### src/rtl/dmi_debug_regs.sv
// Minimal RISC-V debug-module register file behind the JTAG DMI bridge (APB slave).
// Sequences abstract register-access commands to the core over a req/ack handshake.
module dmi_debug_regs #(
  parameter int          DMI_ADDR_BITS = 7,
  parameter int          DMI_DATA_BITS = 33,
  parameter logic [3:0]  DM_VERSION    = 4'h2
) (
  input  logic                     clk_i,
  input  logic                     TRSTn_i,
  input  logic                     psel_dmi_i,
  input  logic                     penable_dmi_i,
  input  logic [DMI_ADDR_BITS-1:0] paddr_dmi_i,
  input  logic [DMI_DATA_BITS-1:0] pwdata_dmi_i,
  input  logic                     pwrite_dmi_i,
  output logic [DMI_DATA_BITS-1:0] prdata_dmi_o,
  output logic                     pready_dmi_o,
  output logic                     pslverr_dmi_o,
  input  logic                     halted_i,
  output logic                     haltreq_o,
  output logic                     resumereq_o,
  output logic                     ndmreset_o,
  output logic                     dbg_req_o,
  output logic                     dbg_we_o,
  output logic [15:0]              dbg_regno_o,
  output logic [DMI_DATA_BITS-1:0] dbg_wdata_o,
  input  logic                     dbg_ack_i,
  input  logic [DMI_DATA_BITS-1:0] dbg_rdata_i,
  input  logic                     dbg_err_i
);

  localparam logic [DMI_ADDR_BITS-1:0] A_DATA0      = DMI_ADDR_BITS'('h04);
  localparam logic [DMI_ADDR_BITS-1:0] A_DMCONTROL  = DMI_ADDR_BITS'('h10);
  localparam logic [DMI_ADDR_BITS-1:0] A_DMSTATUS   = DMI_ADDR_BITS'('h11);
  localparam logic [DMI_ADDR_BITS-1:0] A_ABSTRACTCS = DMI_ADDR_BITS'('h16);
  localparam logic [DMI_ADDR_BITS-1:0] A_COMMAND    = DMI_ADDR_BITS'('h17);

  typedef enum logic {S_IDLE, S_REQ} state_t;

  state_t                   state;
  logic                     dmactive, resumeack;
  logic [2:0]               cmderr;
  logic [DMI_DATA_BITS-1:0] data0;

  logic access, wr, busy, act_next;
  logic wr_ctl, wr_d0, wr_acs, wr_cmd;
  logic [7:0] cmdtype;
  logic [2:0] aarsize;
  logic [31:0] rd32;

  assign access        = psel_dmi_i & penable_dmi_i;
  assign wr            = access & pwrite_dmi_i;
  assign pready_dmi_o  = access;
  assign pslverr_dmi_o = 1'b0;
  assign busy          = (state != S_IDLE);

  // Everything except dmcontrol is frozen while the module is inactive.
  assign wr_ctl = wr && (paddr_dmi_i == A_DMCONTROL);
  assign wr_d0  = wr && dmactive && (paddr_dmi_i == A_DATA0);
  assign wr_acs = wr && dmactive && (paddr_dmi_i == A_ABSTRACTCS);
  assign wr_cmd = wr && dmactive && (paddr_dmi_i == A_COMMAND);

  assign act_next = wr_ctl ? pwdata_dmi_i[0] : dmactive;
  assign cmdtype  = pwdata_dmi_i[31:24];
  assign aarsize  = pwdata_dmi_i[22:20];

  always_comb begin
    rd32         = '0;
    prdata_dmi_o = '0;
    if (access) begin
      case (paddr_dmi_i)
        A_DMCONTROL:  rd32 = {haltreq_o, 29'b0, ndmreset_o, dmactive};
        A_DMSTATUS:   rd32 = {14'b0, resumeack, resumeack, 4'b0,
                              ~halted_i, ~halted_i, halted_i, halted_i,
                              1'b1, 3'b0, DM_VERSION};
        A_ABSTRACTCS: rd32 = {19'b0, busy, 1'b0, cmderr, 4'b0, 4'd1};
        default:      rd32 = '0;
      endcase
      if (paddr_dmi_i == A_DATA0) prdata_dmi_o = data0;
      else                        prdata_dmi_o = {{(DMI_DATA_BITS-32){1'b0}}, rd32};
    end
  end

  always_ff @(posedge clk_i or negedge TRSTn_i) begin
    if (!TRSTn_i) begin
      state       <= S_IDLE;
      dmactive    <= 1'b0;
      haltreq_o   <= 1'b0;
      ndmreset_o  <= 1'b0;
      resumereq_o <= 1'b0;
      resumeack   <= 1'b0;
      cmderr      <= '0;
      data0       <= '0;
      dbg_req_o   <= 1'b0;
      dbg_we_o    <= 1'b0;
      dbg_regno_o <= '0;
      dbg_wdata_o <= '0;
    end else begin
      if (wr_ctl) begin
        dmactive   <= pwdata_dmi_i[0];
        haltreq_o  <= pwdata_dmi_i[31] & pwdata_dmi_i[0];
        ndmreset_o <= pwdata_dmi_i[1] & pwdata_dmi_i[0];
      end

      // Resume: a halt request in the same write takes precedence.
      if (wr_ctl && !pwdata_dmi_i[0]) begin
        resumereq_o <= 1'b0;
      end else if (wr_ctl && pwdata_dmi_i[30] && !pwdata_dmi_i[31]) begin
        resumereq_o <= 1'b1;
        resumeack   <= 1'b0;
      end else if (resumereq_o && !halted_i) begin
        resumereq_o <= 1'b0;
        resumeack   <= 1'b1;
      end

      if ((wr_d0 || wr_acs) && busy) begin
        if (cmderr == 3'd0) cmderr <= 3'd1;
      end else begin
        if (wr_d0)  data0  <= pwdata_dmi_i;
        if (wr_acs) cmderr <= cmderr & ~pwdata_dmi_i[10:8];
      end

      if (wr_cmd) begin
        if (busy)                              cmderr <= 3'd1;
        else if (cmderr != 3'd0)               ;
        else if (cmdtype != 8'd0 || aarsize != 3'd2) cmderr <= 3'd2;
        else if (!halted_i)                    cmderr <= 3'd4;
        else if (pwdata_dmi_i[17]) begin
          state       <= S_REQ;
          dbg_req_o   <= 1'b1;
          dbg_we_o    <= pwdata_dmi_i[16];
          dbg_regno_o <= pwdata_dmi_i[15:0];
          dbg_wdata_o <= data0;
        end
      end

      // Completion: result discarded if the module was deactivated meanwhile.
      if (state == S_REQ && dbg_ack_i) begin
        state       <= S_IDLE;
        dbg_req_o   <= 1'b0;
        dbg_we_o    <= 1'b0;
        dbg_regno_o <= '0;
        dbg_wdata_o <= '0;
        if (act_next) begin
          if (dbg_err_i)     cmderr <= 3'd3;
          else if (!dbg_we_o) data0 <= dbg_rdata_i;
        end
      end

      if (!act_next) begin
        data0  <= '0;
        cmderr <= '0;
      end
    end
  end

endmodule
### config.mk
export PLATFORM = sky130hd
export DESIGN_NAME = dmi_debug_regs
export DESIGN_NICKNAME = d
export VERILOG_FILES = /design/src/rtl/dmi_debug_regs.sv
export SDC_FILE = /design/constraint.sdc
export NUM_CORES = 1
export LEC_CHECK = 0
export CORE_MARGIN = 8
export CORE_UTILIZATION = 55
export CTS_CLUSTER_DIAMETER = 60
export DETAILED_ROUTE_END_ITERATION = 8
export DONT_BUFFER_PORTS = 1
export GPL_ROUTABILITY_DRIVEN = 0
export GPL_TIMING_DRIVEN = 0
export MAX_ROUTING_LAYER = met4
export PLACE_DENSITY = 0.67
export SLEW_MARGIN = 0
export SYNTH_ARGS = -nofsm -noshare
export SYNTH_HDL_FRONTEND = slang
export SYNTH_SLANG_ARGS = --single-unit
### constraint.sdc
create_clock -name clk_i -period 2.15 [get_ports clk_i]
set_input_delay 0.1075 -clock clk_i [delete_from_list [all_inputs] [get_ports clk_i]]
set_output_delay 0.1075 -clock clk_i [all_outputs]
set_load 0.01 [all_outputs]
==> metrics.md <==
| Metric | Value |
|---|---|
| Outcome | `finished with violations` |
| Failing checks | `hold timing` |
| Uppermost layer routed | `met4` |
| P per Cell Area | `509 mW/mm2` |
| Critical path buffers and inverters | `2` |
| Largest net degree at the start of global routing | `94` |
| Num CTS Buffers | `9` |
| Max Clk Rate | `0.489 GHz` |
| DR WL met3 | `2.03 mm` |
| H-Tree Depth | `3` |
| DIE HEIGHT | `113 um` |
| Clock slew at reported path FFs | `0.10 ns` |
| Syn Area/Cell | `9.23 um2` |
| Area Overhead vs Synth | `21.2%` |
| DR DRC count | `0` |
| Placed wire-length estimate | `13.1 mm` |
| Setup TNS | `0 ns` |
| Clk sinks | `93` |
| Final Hold Viols | `93` |
| Worst vdd ir | `313 uV` |
| Max-slew violation total from the final report | `0` |
| CP endpoint kind | `flip-flop` |
| Synth area leader | `dfrtp_1` |
| Overall routing resource usage | `0.297` |
| Crit path kind | `flip-flop to flip-flop` |
| Yosys top cell area share | `0.447` |
| First-pass GRT wire length | `28.8 mm` |
| Number of synthesized flops with an enable pin | `0` |
| Cell mode on critical path | `clkbuf_1` |
| Initial antenna violation count | `2` |
| Worst-Skew Late Latency | `0.37 ns` |
| Register bit total from synthesis | `93` |
| Crit-path max FO | `10` |
| Hold Path Class | `primary input to async pin` |
| CP top delay family | `buffers and inverters` |
| IO buf count | `0` |
| Final Cell Area | `0.00631 mm2` |
| Lkg Pwr | `2.90 nW` |
| Ys flop type | `dfrtp_1` |
| R2r setup slk | `0.10 ns` |
| Slew @ Worst Pin | `0.668 ns` |
| Fraction of the cycle the final worst path needs | `0.951` |
| Global route overflow | `0` |
| Layout cells sized above 1 | `0.0813` |
| Syn Inst Count | `564` |
| M1 WL | `7.36 mm` |
| Skew final | `0.0101 ns` |
| Synth unique cells | `50` |
| Antenna Violating Nets Remaining | `0` |
| Routed wl met2 | `8.83 mm` |
| Post-Syn Area | `0.00521 mm2` |
| CP max stage delay | `0.53 ns` |
| Syn_nets | `645` |
| Max-cap violations | `0` |
| CP cell instances | `nand2_1 -> or3_1 -> clkbuf_1 -> clkbuf_1 -> a211oi_1` |
| Required @ worst endpoint | `2.42 ns` |
| Post-layout minimum cycle time | `2.05 ns` |
| Io pins | `170` |
| Via density | `6.72` |
| Nature of the critical path startpoint | `flip-flop` |
| Row count | `35` |
| Die Width | `113 um` |
| Synth warnings | `0` |
| WHS | `-0.577 ns` |
| DRT iter0 DRCs | `452` |
| Drt pass-1 iters | `7` |
| CTS Root Cell | `clkbuf_8` |
| Reg-to-Reg Start | `busy` |
| R2R depth | `5` |
| Number of global-route vias before repair | `5113` |
| Crit path DAT | `2.32 ns` |
| Die area | `0.0128 mm2` |
| CP max stage cell | `dfrtp_1` |
| Maximum buffer depth of the clock tree | `2` |
| FF-to-FF End | `data0[26]` |
| CTS tree | `built` |
| Routed WL per cell | `24.7 um` |
| Final-stage net count | `728` |
| Largest cells by area after synthesis | `dfrtp_1 (45%), a32oi_1 (7.6%), mux2i_1 (6.5%), nor2b_1 (5.5%), a211oi_1 (4.9%)` |
| DR vias | `5139` |
| Relative slew slack | `0.551` |
| DP Area | `0.00535 mm2` |
| Post-synth ARST share | `1.00` |
| Core area | `0.00920 mm2` |
| Endpoints failing setup | `0` |
| Initial core utilization | `0.566` |
| Overall routed net length | `18.9 mm` |
| Seq/Total Area, Yosys | `0.447` |
-- worst reg2reg max path, cell delays in order, from the launching register on --
cell	delay (ns)
dfrtp_1	0.53
nand2_1	0.10
or3_1	0.39
clkbuf_1	0.28
clkbuf_1	0.34
a211oi_1	0.32
-- through the flow --
step,util,worst slack [ns],power (mW),hold slack (ns),std cells
after global routing,0.686,-0.00381,3.30,-0.602,765
after global placement,0.581,-0.242,1.84,-0.185,675
after floorplan,-,0.237,1.83,-0.188,564
after detailed placement,0.581,-0.204,1.84,-0.185,675
final,0.686,0.105,3.21,-0.577,765
after CTS,0.682,0.0382,3.21,-0.580,761
-- worst max path at each step --
stage	start	endpoint	slack (ns)	cells past startpoint
CTS	busy	dbg_regno_o[2]	0.04	6
global route	cmderr[1]	dbg_regno_o[0]	-0.004	6
detailed placement	cmderr[1]	dbg_wdata_o[28]	-0.20	6
global placement	cmderr[1]	dbg_wdata_o[28]	-0.24	6
floorplan	cmderr[1]	dbg_wdata_o[18]	0.24	6
finish	busy	data0[26]	0.10	5
-- report_power, final --
group / switching, mW / internal [mW]
combinational: 0.0719 / 0.100
clock: 0.653 / 0.638
sequential: 0.00185 / 1.75
-- registers in the layout, summed over array words and instances, names as in the netlist --
register,count
dbg_we_o,1
dbg_wdata_o,33
resumeack,1
dbg_req_o,1
busy,1
haltreq_o,1
cmderr,3
data0,33
resumereq_o,1
dbg_regno_o,16
ndmreset_o,1
dmactive,1
-- repair_timing --
action,in CTS,in global routing
endpoints found under the setup margin,46,76
endpoints found under the hold margin,148,94
buffers inserted,3,2
pin swaps,1,1
resized for setup,5,11
hold buffers,67,1
-- synth_stat cells (2+ instances only) --
master / count
dfrtp_1: 93
nand2_1: 64
nor2b_1: 46
a32oi_1: 45
o21ai_0: 44
nor2_1: 40
clkbuf_1: 38
a211oi_1: 34
mux2i_1: 34
and3_1: 23
a21oi_1: 12
buf_2: 11
o21ai_1: 11
nand3_1: 7
a22oi_1: 6
and2_1: 4
buf_6: 4
inv_1: 4
nand4_1: 4
nor4_1: 4
or3_1: 3
a221oi_1: 2
and4_1: 2
nand3b_1: 2
or4_1: 2
-- per-layer routing --
| metal | track usage | up-vias |
|---|---|---|
| met5 | - | - |
| met3 | 0.0958 | 58 |
| met4 | 0.135 | 0 |
| met1 | 0.358 | 2535 |
| met2 | 0.447 | 299 |
| li1 | - | 2247 |
-- kinds of logic after synthesis --
family,share of synthesized area
flip-flops,0.447
other,0.000720
multiplexers,0.0654
AO/OA/AOI/OAI,0.215
AND/OR/NAND/NOR,0.220
buffers and inverters,0.0517
-- area by class of cell --
cell class | instances | area (um2)
antenna | 2 | 5.00
inverter | 4 | 15.0
tap | 111 | 139
multi-input combinational | 412 | 2620
sequential | 93 | 2330
timing repair buffer | 73 | 718
clock buffer | 12 | 165
fill | 757 | 2880
buffer | 54 | 264
clock inverter | 4 | 55.1
-- layout by cell type, fill, tap and decap left out, drive strengths merged, types with 3 or more instances in the layout --
cell type and instances:
mux2i 34, inv 4, nor4 5, and2 4, or4 3, a21oi 12
and3 23, a211oi 34, nand3 7, nor2b 46, dfrtp 93, dlygate4sd3 68
a22oi 6, nand2 64, nand4 4, or3 4, buf 22, o21ai 55
a32oi 45, clkbuf 49, nor2 40
Power figures use the tool's default switching activity.
